===== src/rtl/psr_flag_unit.sv =====
// psr_flag_unit: captures masked ALU NZCV flags, keeps an SPSR-like shadow copy,
// and evaluates ARM condition codes against the next-state flags with a registered result.
module psr_flag_unit (
    input  logic       clk,
    input  logic       reset_n,
    input  logic [3:0] alu_flags,
    input  logic [4:0] alu_op,
    input  logic       s_bit,
    input  logic       flag_ld,
    input  logic       save,
    input  logic       restore,
    input  logic [3:0] cond,
    input  logic       cond_req,
    output logic [3:0] flags,
    output logic [3:0] saved_flags,
    output logic       c_in,
    output logic       cond_valid,
    output logic       cond_pass
);
    logic       upd, arith, n, z, c, v, base, pass_nx;
    logic [3:0] upd_flags, flags_nx, saved_nx;
    always_comb begin
        upd       = flag_ld & ~alu_op[4] & (s_bit | alu_op[4:2] == 3'b010);
        arith     = alu_op inside {[5'd2:5'd7], 5'd10, 5'd11};
        // logical ops leave the ALU's V output stale, so V is kept
        upd_flags = arith ? alu_flags : {alu_flags[3:1], flags[0]};
        flags_nx  = restore ? saved_flags : upd ? upd_flags : flags;
        saved_nx  = save ? flags : saved_flags;
        {n, z, c, v} = flags_nx;
        // odd condition codes are the inverse of the even one below them, 1111 included
        base = 1'b1;
        case (cond[3:1])
            3'd0: base = z;
            3'd1: base = c;
            3'd2: base = n;
            3'd3: base = v;
            3'd4: base = c & ~z;
            3'd5: base = n == v;
            3'd6: base = ~z & (n == v);
            default: base = 1'b1;
        endcase
        pass_nx = base ^ cond[0];
    end
    always_ff @(posedge clk or negedge reset_n) begin
        if (!reset_n) begin
            flags       <= 4'b0000;
            saved_flags <= 4'b0000;
            cond_valid  <= 1'b0;
            cond_pass   <= 1'b0;
        end else begin
            flags       <= flags_nx;
            saved_flags <= saved_nx;
            cond_valid  <= cond_req;
            if (cond_req) cond_pass <= pass_nx;
        end
    end
    assign c_in = flags[1];
endmodule


===== config.mk =====
export PLATFORM = sky130hd
export DESIGN_NAME = psr_flag_unit
export DESIGN_NICKNAME = d
export VERILOG_FILES = /design/src/rtl/psr_flag_unit.sv
export SDC_FILE = /design/constraint.sdc
export NUM_CORES = 1
export LEC_CHECK = 0
export BUFFER_PORTS_ARGS = -buffer_cell sky130_fd_sc_hd__buf_2
export CAP_MARGIN = 20
export CORE_ASPECT_RATIO = 0.8
export CORE_MARGIN = 2
export CORE_UTILIZATION = 40
export DETAILED_ROUTE_END_ITERATION = 8
export GPL_TIMING_DRIVEN = 0
export PLACE_DENSITY_LB_ADDON = 0.15
export SYNTH_ARGS = -nofsm -noshare
export SYNTH_HDL_FRONTEND = slang
export SYNTH_SLANG_ARGS = --single-unit
export TNS_END_PERCENT = 100

===== constraint.sdc =====
create_clock -name clk -period 2.9 [get_ports clk]
set_clock_uncertainty 0.1 [all_clocks]
set_input_delay 0.58 -clock clk [delete_from_list [all_inputs] [get_ports clk]]
set_output_delay 0.58 -clock clk [all_outputs]
set_load 0.05 [all_outputs]

==> impl_metrics.py, run 1 <==
metrics = {
    "timing": {
        "worst_slew_pin_slew_ps": 519,
        "slew_headroom_pct": 65.4,
        "report.final.hold_viol_count": 0,
        "rsz0062_at_grt": "no",
        "fin_ws_ps": 449,
        "timing.final.crit_share_pct": 84.5,
        "finalMaxSlewViolations": 0,
        "fmax_mhz": 408,
        "period_minus_slack_ps": 2450,
        "setup-tns-final_ps": 0,
        "setup_viol": 0,
    },
    "floorplanning": {
        "rows": 13,
        "die_h_um": 40.5,
        "die_x_um": 49.6,
        "initial_core_util_pct": 41.7,
        "die-area_um2": 2000,
        "coreArea_um2": 1590,
        "boundaryPins": 31,
    },
    "clock_tree": {
        "clkTransAtPathRegs_ps": 60,
        "root_buffer": "clkbuf_4",
        "numCtsBuffers": 3,
        "post_cts_buffers": 0,
        "cts_resized": 0,
        "hold_buffers": 0,
        "cts_buffer_depth": 2,
        "ctsHtreeMaxLevel": 1,
        "cts_tree": "yes",
        "cts_sinks": 10,
        "insertion_delay_ps": 260,
    },
    "route": {
        "drtPass1Iterations": 4,
        "viasPerCell": 5.12,
        "drc": 0,
        "drt_iter0_markers": 4,
        "routed_wl_um": 1470,
        "via_count": 594,
        "wl_per_cell_um": 12.7,
        "ant_nets": 0,
    },
    "global_route": {
        "gr-max-usage-layer": "met2",
        "grt_pass1_wl_um": 2370,
        "grt_util_all_layers_pct": 17.1,
        "gr-total-overflow": 0,
        "grt_max_degree": 11,
        "grtUsageMet1_pct": 19.0,
        "grtUsageMet3_pct": 7.09,
        "met2_usage_pct": 29.3,
        "antenna_found_initial": 0,
        "grt_pass1_vias": 524,
    },
    "yosys": {
        "syn-num-nets": 83,
        "yosysWarnings": 0,
        "syn_inst": 63,
        "avgSynthCellArea_um2": 10.5,
        "synthDistinctLibCells": 36,
        "seq_area_frac_synth_pct": 37.7,
        "netlist_area_um2": 664,
        "yosysTopAreaCell": "dfrtp_1",
        "synth.area.top_cells": "dfrtp_1 38%, mux2_2 6.8%, o211a_1 4.5%",
        "synth_top_area_share_pct": 37.7,
        "ys_ff_latch": 10,
    },
    "setup_path": {
        "slowest_delay_ps": 390,
        "worstPathMaxFanout": 10,
        "worstSetupPathType": "primary input to register",
        "critical_path.most_common_cell": "xnor2_1",
        "rr_worst_depth": 6,
        "crit_required_ps": 2950,
        "crit_arrival_ps": 2500,
        "r2r_end": "cond_pass$_DFFE_PN0P_",
        "path_delay_family": "compound AO/OA/AOI/OAI gates",
        "r2r_slack_ps": 770,
        "end_kind": "register",
        "crit_buf_inv": 1,
        "critPathSlowestCell": "a2111o_1",
        "cp-start-kind": "primary input",
        "path_cells": "buf_2, or2_1, a2111o_1, and3_2, xnor2_1, a2111oi_2, xnor2_1, mux2_4",
        "reg2reg_from": "flags[1]$_DFF_PN0_",
    },
    "status": {
        "outcome": "finished clean",
    },
    "flow_run": {
        "cap_violations": 0,
    },
    "placed_design": {
        "pre_cts_slack_ps": 159,
        "gp_congestion": 0.732,
        "port_buffers": 28,
        "postPlaceCellArea_um2": 832,
        "dp_hpwl_um": 1200,
        "dp.cells": 113,
    },
    "power_and_ir_drop": {
        "p_comb_share_pct": 52.7,
        "p_total_mw": 0.624,
        "p_switching_mw": 0.296,
        "swShare_pct": 47.4,
        "powerDensity_nw_per_um2": 730,
        "p_leak_nw": 0.428,
        "clkPwrFrac_pct": 14.8,
        "ir_drop_uv": 430,
        "p_seq_share_pct": 32.4,
        "p_int_mw": 0.328,
    },
    "layout": {
        "final_cells": 116,
        "final_layout_size_suffix_gt1_share_pct": 48.9,
        "area_growth_pct": 28.6,
        "fin_nets": 116,
        "diodes": 0,
        "final_area_um2": 855,
    },
    "min_path": {
        "hp-class": "primary input to async pin",
    },
}
==> power by group through the flow <==
| stage | sequential, mW | clock, mW | combinational, mW |
|---|---|---|---|
| after detailed placement | 0.205 | 0 | 0.331 |
| after CTS | 0.203 | 0.0980 | 0.332 |
| after global placement | 0.205 | 0 | 0.327 |
| after global routing | 0.209 | 0.107 | 0.349 |
| after floorplan | 0.340 | 0 | 0.112 |
| final | 0.202 | 0.0927 | 0.329 |
==> routing by layer <==
layer,vias to the layer above,wire length (um)
met1,266,707
met2,26,658
met4,0,13
met5,-,0
met3,2,90
li1,300,-
==> how the worst max path moves through the flow <==
stage / to / depth (start not counted) / slack, ps / from
after floorplan: cond_pass$_DFFE_PN0P_ / 8 / 290 / restore
after global placement: cond_pass$_DFFE_PN0P_ / 8 / 170 / restore
after detailed placement: cond_pass$_DFFE_PN0P_ / 8 / 160 / restore
after CTS: cond_pass$_DFFE_PN0P_ / 8 / 440 / restore
after global routing: cond_pass$_DFFE_PN0P_ / 8 / 350 / alu_op[3]
final: cond_pass$_DFFE_PN0P_ / 8 / 450 / restore
==> cell usage in the layout (no fill, tap or decap), drive strengths merged <==
cell	count
a2111o	1
a2111oi	1
a221o	1
a221oi	1
and2	1
and3	3
buf	30
clkbuf	3
dfrtp	10
inv	1
mux2	5
nand2	2
nand2b	5
nand3	1
nand3b	2
nor2	4
nor2b	4
nor3	2
nor3b	2
o211a	3
o21ai	3
o2bb2ai	1
o311ai	1
o31ai	1
o41ai	1
or2	1
or3	1
or3b	1
xnor2	2
==> synthesized netlist by cell type (all sizes together) <==
master   count
dfrtp       10
mux2         5
nand2b       5
nor2         4
nor2b        4
and3         3
o211a        3
o21ai        3
buf          2
nand2        2
nand3b       2
nor3         2
nor3b        2
xnor2        2
a2111o       1
a2111oi      1
a221o        1
a221oi       1
and2         1
inv          1
nand3        1
o2bb2ai      1
o311ai       1
o31ai        1
o41ai        1
or2          1
or3          1
or3b         1
==> flip-flops by register name (all words and copies together), names as in the netlist <==
signal	flops
cond_pass	1
cond_valid	1
flags	4
saved_flags	4
==> metrics by stage <==
step | hold slack (ps) | utilization, %
after floorplan | 184 | -
after global placement | 346 | 52.2
after detailed placement | 356 | 52.2
after CTS | 67.3 | 53.6
after global routing | 56.0 | 53.6
final | 63.6 | 53.6
==> kinds of logic (layout without fill, tap and decap cells) <==
logic type      after synthesis  count (layout)  share of synthesized area, %
simple gates                 29              29                          28.4
buf+inv                       3              34                          2.45
compound gates               14              14                          19.8
mux                           5               5                          9.04
flops                        10              10                          37.7
xor+xnor                      2               2                          2.64
==> layout make-up <==
type | instances | area [um^2]
tap | 22 | 27.5
fill | 172 | 739
sequential | 10 | 250
multi-input combinational | 50 | 398
timing repair buffer | 28 | 140
buffer | 2 | 12.5
inverter | 1 | 3.75
clock buffer | 3 | 22.5
(Power assumes the default switching activity.)
==> run 2: changes to the inputs <==
Settings changed: ABC_AREA from default to 1.
Clock period 2.9 ns to 2.1 ns, I/O delays scaled along.
==> run 2 against run 1 <==
Sequential power increased by 23%. Largest power group unchanged. Routed wire length increased by 3.4%. Flip-flop and latch count stayed put. Cell area decreased by 0.29%. Critical endpoint is now flags[1]. Area after synthesis down 2.4%.
==> impl_metrics.py, run 2 <==
metrics = {
    "yosys": {
        "yosys-top-cells-count": "28 x nand2_1, 16 x nand3_1, 12 x inv_1",
        "netlist_area_um2": 648,
        "yosysTopAreaCell": "dfrtp_1",
        "ys_ff_latch": 10,
        "yosysWarnings": 0,
        "avgSynthCellArea_um2": 6.89,
        "async_reset_ff_share_pct": 100,
        "syn-num-nets": 114,
        "syn_inst": 94,
        "ys.flop_type": "dfrtp_1",
        "synthDistinctLibCells": 18,
        "synth.most_common_cell": "nand2_1",
        "synth.area.top_cells": "dfrtp_1 39%, nand2_1 16%, nand3_1 12%",
        "seq_area_frac_synth_pct": 38.6,
        "synth_edf_count": 0,
        "synth_top_area_share_pct": 38.6,
    },
    "timing": {
        "setup-tns-final_ps": 0,
        "slew_headroom_pct": 83.3,
        "setup_viol": 0,
        "timing.final.crit_share_pct": 72.4,
        "fin_ws_ps": 579,
        "report.final.hold_viol_count": 0,
        "rsz0062_at_grt": "no",
        "fmax_mhz": 658,
        "period_minus_slack_ps": 1520,
        "finalMaxSlewViolations": 0,
        "worst_slew_pin_slew_ps": 252,
    },
    "route": {
        "drtPass1Iterations": 4,
        "drt_iter0_markers": 13,
        "wl_per_cell_um": 10.3,
        "viasPerCell": 4.76,
        "routed_wl_um": 1520,
        "via_count": 704,
        "drc": 0,
        "ant_nets": 0,
    },
    "clock_tree": {
        "numCtsBuffers": 3,
        "root_buffer": "clkbuf_4",
        "ctsHtreeMaxLevel": 1,
        "cts_buffer_depth": 2,
        "cts_sinks": 10,
        "cts_resized": 0,
        "clkTransAtPathRegs_ps": 60,
        "insertion_delay_ps": 250,
        "cts_tree": "yes",
    },
    "setup_path": {
        "cp-start-kind": "register",
        "end_kind": "primary output",
        "worstSetupPathType": "register to primary output",
        "crit_arrival_ps": 1000,
        "crit_required_ps": 1580,
        "worstPathMaxFanout": 4,
    },
    "power_and_ir_drop": {
        "ir_drop_uv": 307,
        "p_total_mw": 0.686,
        "p_leak_nw": 0.486,
        "powerDensity_nw_per_um2": 805,
    },
    "global_route": {
        "grt_max_degree": 11,
        "gr-total-overflow": 0,
        "grt_pass1_vias": 631,
        "grt_pass1_wl_um": 2520,
        "grt_util_all_layers_pct": 17.6,
        "antenna_found_initial": 0,
    },
    "floorplanning": {
        "die_h_um": 40.0,
        "coreArea_um2": 1460,
        "boundaryPins": 31,
        "initial_core_util_pct": 44.5,
        "die_x_um": 49.0,
        "die-area_um2": 1960,
        "rows": 12,
    },
    "status": {
        "outcome": "finished clean",
    },
    "placed_design": {
        "postPlaceCellArea_um2": 820,
        "gp_congestion": 0.775,
        "dp_hpwl_um": 1280,
        "pre_cts_slack_ps": 361,
        "port_buffers": 29,
    },
    "layout": {
        "final_layout_size_suffix_gt1_share_pct": 34.6,
        "diodes": 0,
        "fill_cells": 148,
        "final_cell_mix": "29 x buf_2, 28 x nand2_1, 16 x nand3_1",
        "reg_top3": "flags: 4 flops, saved_flags: 4 flops",
        "fin_nets": 149,
        "final_common_cell": "buf_2",
        "area_growth_pct": 31.5,
        "final_util_pct": 58.5,
        "final_area_um2": 852,
    },
    "flow_run": {
        "cap_violations": 0,
    },
    "min_path": {
        "hp-class": "primary input to register",
    },
}
-- run 2: changes by cell type after synthesis, sizes merged, moves of 2 or more --
| cell | delta |
|---|---|
| mux2 | -4 |
| nor2b | -4 |
| o211a | -3 |
| nand4 | +2 |
| inv | +13 |
| nand2b | -5 |
| nand2 | +31 |
| and3 | -3 |
| nand3 | +15 |
| nor3b | -2 |
| xnor2 | -2 |
| nor2 | +6 |
-- run 2: stage by stage --
step	cells	hold WS, ps
after floorplan	94	24.4
after global routing	148	192
after global placement	144	187
after CTS	148	201
after detailed placement	144	189
final	148	207
-- run 2: report_power, final --
part / leakage (nW) / switching, mW / internal (mW)
sequential: 0.118 / 0.0236 / 0.225
clock: 0.0138 / 0.0571 / 0.0658
combinational: 0.354 / 0.228 / 0.0863
total: 0.486 / 0.309 / 0.377
-- run 2: area by class of cell --
| type | count | area [um^2] | share of cell area, % |
|---|---|---|---|
| repair buffers | 30 | 155 | 18.2 |
| flip-flops and latches | 10 | 250 | 29.4 |
| multi-input cells | 69 | 338 | 39.6 |
| plain buffers | 1 | 7.51 | 0.881 |
| clock buffers | 3 | 22.5 | 2.64 |
| inverters | 14 | 52.6 | 6.17 |
| well taps | 21 | 26.3 | 3.08 |
-- run 2: path summary, 6_finish.rpt --
check                                              to  slack, ps                  startpoint  cells past startpoint
setup / recovery                             flags[1]        580          flags[1]$_DFF_PN0_                      2
hold / removal                   cond_valid$_DFF_PN0_        210                    cond_req                      1
setup reg to reg                cond_pass$_DFFE_PN0P_        720  saved_flags[1]$_DFFE_PN0P_                      7
hold reg to reg                 cond_pass$_DFFE_PN0P_        380       cond_pass$_DFFE_PN0P_                      2
max in group asynchronous       cond_pass$_DFFE_PN0P_       1260                     reset_n                      2
min in group asynchronous  saved_flags[1]$_DFFE_PN0P_        460                     reset_n                      2
-- run 2: critical path, cell delays in order (launching register included) --
cell	delay, ps
dfrtp_1	390
buf_4	120
buf_2	240
-- run 2: metal layers --
layer	routed length [um]	global-route usage, %
met1	712	19.4
met5	0	0
met4	0	6.43
met2	725	34.2
met3	81	4.85
-- run 2: cells by family after synthesis --
| logic type | after synthesis | synth area share, % |
|---|---|---|
| simple gates | 64 | 46.1 |
| compound gates | 4 | 4.25 |
| buf+inv | 15 | 9.27 |
| mux | 1 | 1.74 |
| flops | 10 | 38.6 |
-- run 2: timing repair --
item / in CTS / in global routing
hold endpoints to repair: 10 / 0
hold buffers: 1 / 0
buffers inserted: 0 / 0
==> run 3: changes to the inputs <==
Clock period 2.1 ns to 1.4 ns, I/O delays scaled along.
==> run 3 against run 2 <==
Combinational power rose by 67%. Flip-flop and latch count unchanged. Die area unchanged. Non-clock buffer count increased by 4. Critical path type unchanged. Via count is 3.1% higher. First-iteration DRC count rose by 54%. Highest routed layer is now met4. Final cell count increased by 3.4%.
==> impl_metrics.py, run 3 (synthesis results as in run 2) <==
metrics = {
    "setup_path": {
        "end_kind": "primary output",
        "crit_arrival_ps": 1020,
        "critPathLaunch": "flags[3]$_DFF_PN0_",
        "reg2reg_from": "flags[1]$_DFF_PN0_",
        "cp-start-kind": "register",
        "worstPathMaxFanout": 2,
        "path_cells": "buf_4, buf_2",
        "slowest_delay_ps": 420,
        "crit_end": "flags[3]",
        "r2r_slack_ps": 50,
        "r2r_end": "cond_pass$_DFFE_PN0P_",
        "critPathSlowestCell": "dfrtp_2",
        "rr_worst_depth": 9,
        "crit_required_ps": 1020,
        "worstSetupPathType": "register to primary output",
    },
    "flow_run": {
        "cap_violations": 0,
    },
    "clock_tree": {
        "ctsHtreeMaxLevel": 1,
        "clkTransAtPathRegs_ps": 70,
        "cts_tree": "yes",
        "cts_sinks": 10,
        "root_buffer": "clkbuf_4",
        "numCtsBuffers": 3,
        "cts_buffer_depth": 2,
        "insertion_delay_ps": 260,
    },
    "floorplanning": {
        "coreArea_um2": 1460,
        "die_x_um": 49.0,
        "initial_core_util_pct": 44.5,
        "boundaryPins": 31,
        "rows": 12,
        "die-area_um2": 1960,
        "die_h_um": 40.0,
    },
    "power_and_ir_drop": {
        "clkPwrFrac_pct": 21.7,
        "p_comb_share_pct": 45.0,
        "p_int_mw": 0.673,
        "swShare_pct": 42.4,
        "p_seq_share_pct": 33.3,
        "ir_drop_uv": 652,
        "p_leak_nw": 0.519,
        "powerDensity_nw_per_um2": 1220,
        "p_switching_mw": 0.495,
    },
    "layout": {
        "final_cell_mix": "26 x buf_2, 24 x nand2_1, 13 x nand3_1",
        "area_growth_pct": 48.1,
        "diodes": 0,
        "fin_nets": 153,
        "reg_top3": "flags: 4 flops, saved_flags: 4 flops",
        "final_layout_size_suffix_gt1_share_pct": 50.8,
        "final_common_cell": "buf_2",
        "final_util_pct": 65.9,
    },
    "route": {
        "drt_iter0_markers": 20,
        "via_count": 726,
        "wl_per_cell_um": 10.4,
        "drtPass1Iterations": 5,
        "viasPerCell": 4.75,
        "drc": 0,
        "routed_wl_um": 1590,
        "ant_nets": 0,
    },
    "timing": {
        "fmax_mhz": 716,
        "period_minus_slack_ps": 1400,
        "slew_headroom_pct": 82.1,
        "timing.final.crit_share_pct": 99.8,
        "fin_ws_ps": 2.66,
        "finalMaxSlewViolations": 0,
        "worst_slew_pin_slew_ps": 268,
        "rsz0062_at_grt": "yes",
        "report.final.hold_viol_count": 0,
        "setup_viol": 0,
    },
    "global_route": {
        "grt_pass1_wl_um": 2500,
        "antenna_found_initial": 0,
        "grt_max_degree": 11,
        "grt_util_all_layers_pct": 17.2,
        "grt_pass1_vias": 624,
        "gr-total-overflow": 0,
    },
    "placed_design": {
        "gp_congestion": 0.782,
        "pre_cts_slack_ps": -167,
        "port_buffers": 29,
        "dp_hpwl_um": 1200,
    },
    "min_path": {
        "hp-class": "primary input to register",
    },
    "status": {
        "outcome": "finished clean",
    },
}
==> run 3: repair_timing <==
item	in CTS	in global routing
hold buffers	1	0
gates resized for setup	0	15
hold endpoints to repair	10	0
endpoints found under the setup margin	0	2
setup buffers	0	4
==> run 3: worst max-delay path: cells and delay by family, from the launching register on <==
| family | cells | cell delay (ps) |
|---|---|---|
| flip-flops | 1 | 420 |
| buffers and inverters | 2 | 340 |
==> run 3: power groups by stage <==
stage	Clock, mW	Combinational [mW]	Sequential (mW)
finish	0.253	0.526	0.388
global route	0.272	0.567	0.395
global placement	0	0.464	0.390
CTS	0.258	0.472	0.387
floorplan	0	0.176	0.553
detailed placement	0	0.468	0.391
==> run 3: layout make-up <==
cell class | count | area, um^2
clock buffer | 4 | 36.3
inverter | 14 | 55.1
tap | 21 | 26.3
buffer | 1 | 7.51
fill | 131 | 497
multi-input combinational | 69 | 370
timing repair buffer | 34 | 204
sequential | 10 | 260
==> run 3: per-layer routing <==
layer / track usage [%] / wire (um) / vias to the layer above
met3: 2.61 / 65 / 2
met4: 6.43 / 18 / 0
met1: 20.6 / 718 / 324
met5: 0 / 0 / -
met2: 32.9 / 792 / 21
li1: - / - / 379
==> run 3: worst min path at each step <==
stage	to	depth (start not counted)	slack (ps)	startpoint
floorplan	cond_pass$_DFFE_PN0P_	0	-120	reset_n
global placement	cond_valid$_DFF_PN0_	1	40	reset_n
detailed placement	cond_valid$_DFF_PN0_	1	50	reset_n
CTS	cond_valid$_DFF_PN0_	1	50	cond_req
global route	cond_valid$_DFF_PN0_	1	60	cond_req
finish	cond_valid$_DFF_PN0_	1	60	cond_req
==> run 3: through the flow <==
stage	area [um^2]	hold slack (ps)	setup TNS [ps]	std cells	total power [mW]
after floorplan	661	-116	0	94	0.729
after global placement	832	43.5	-145	144	0.853
after detailed placement	832	46.0	-167	144	0.859
after CTS	878	54.7	0	149	1.12
after global routing	960	56.0	-95.8	153	1.23
final	960	56.3	0	153	1.17
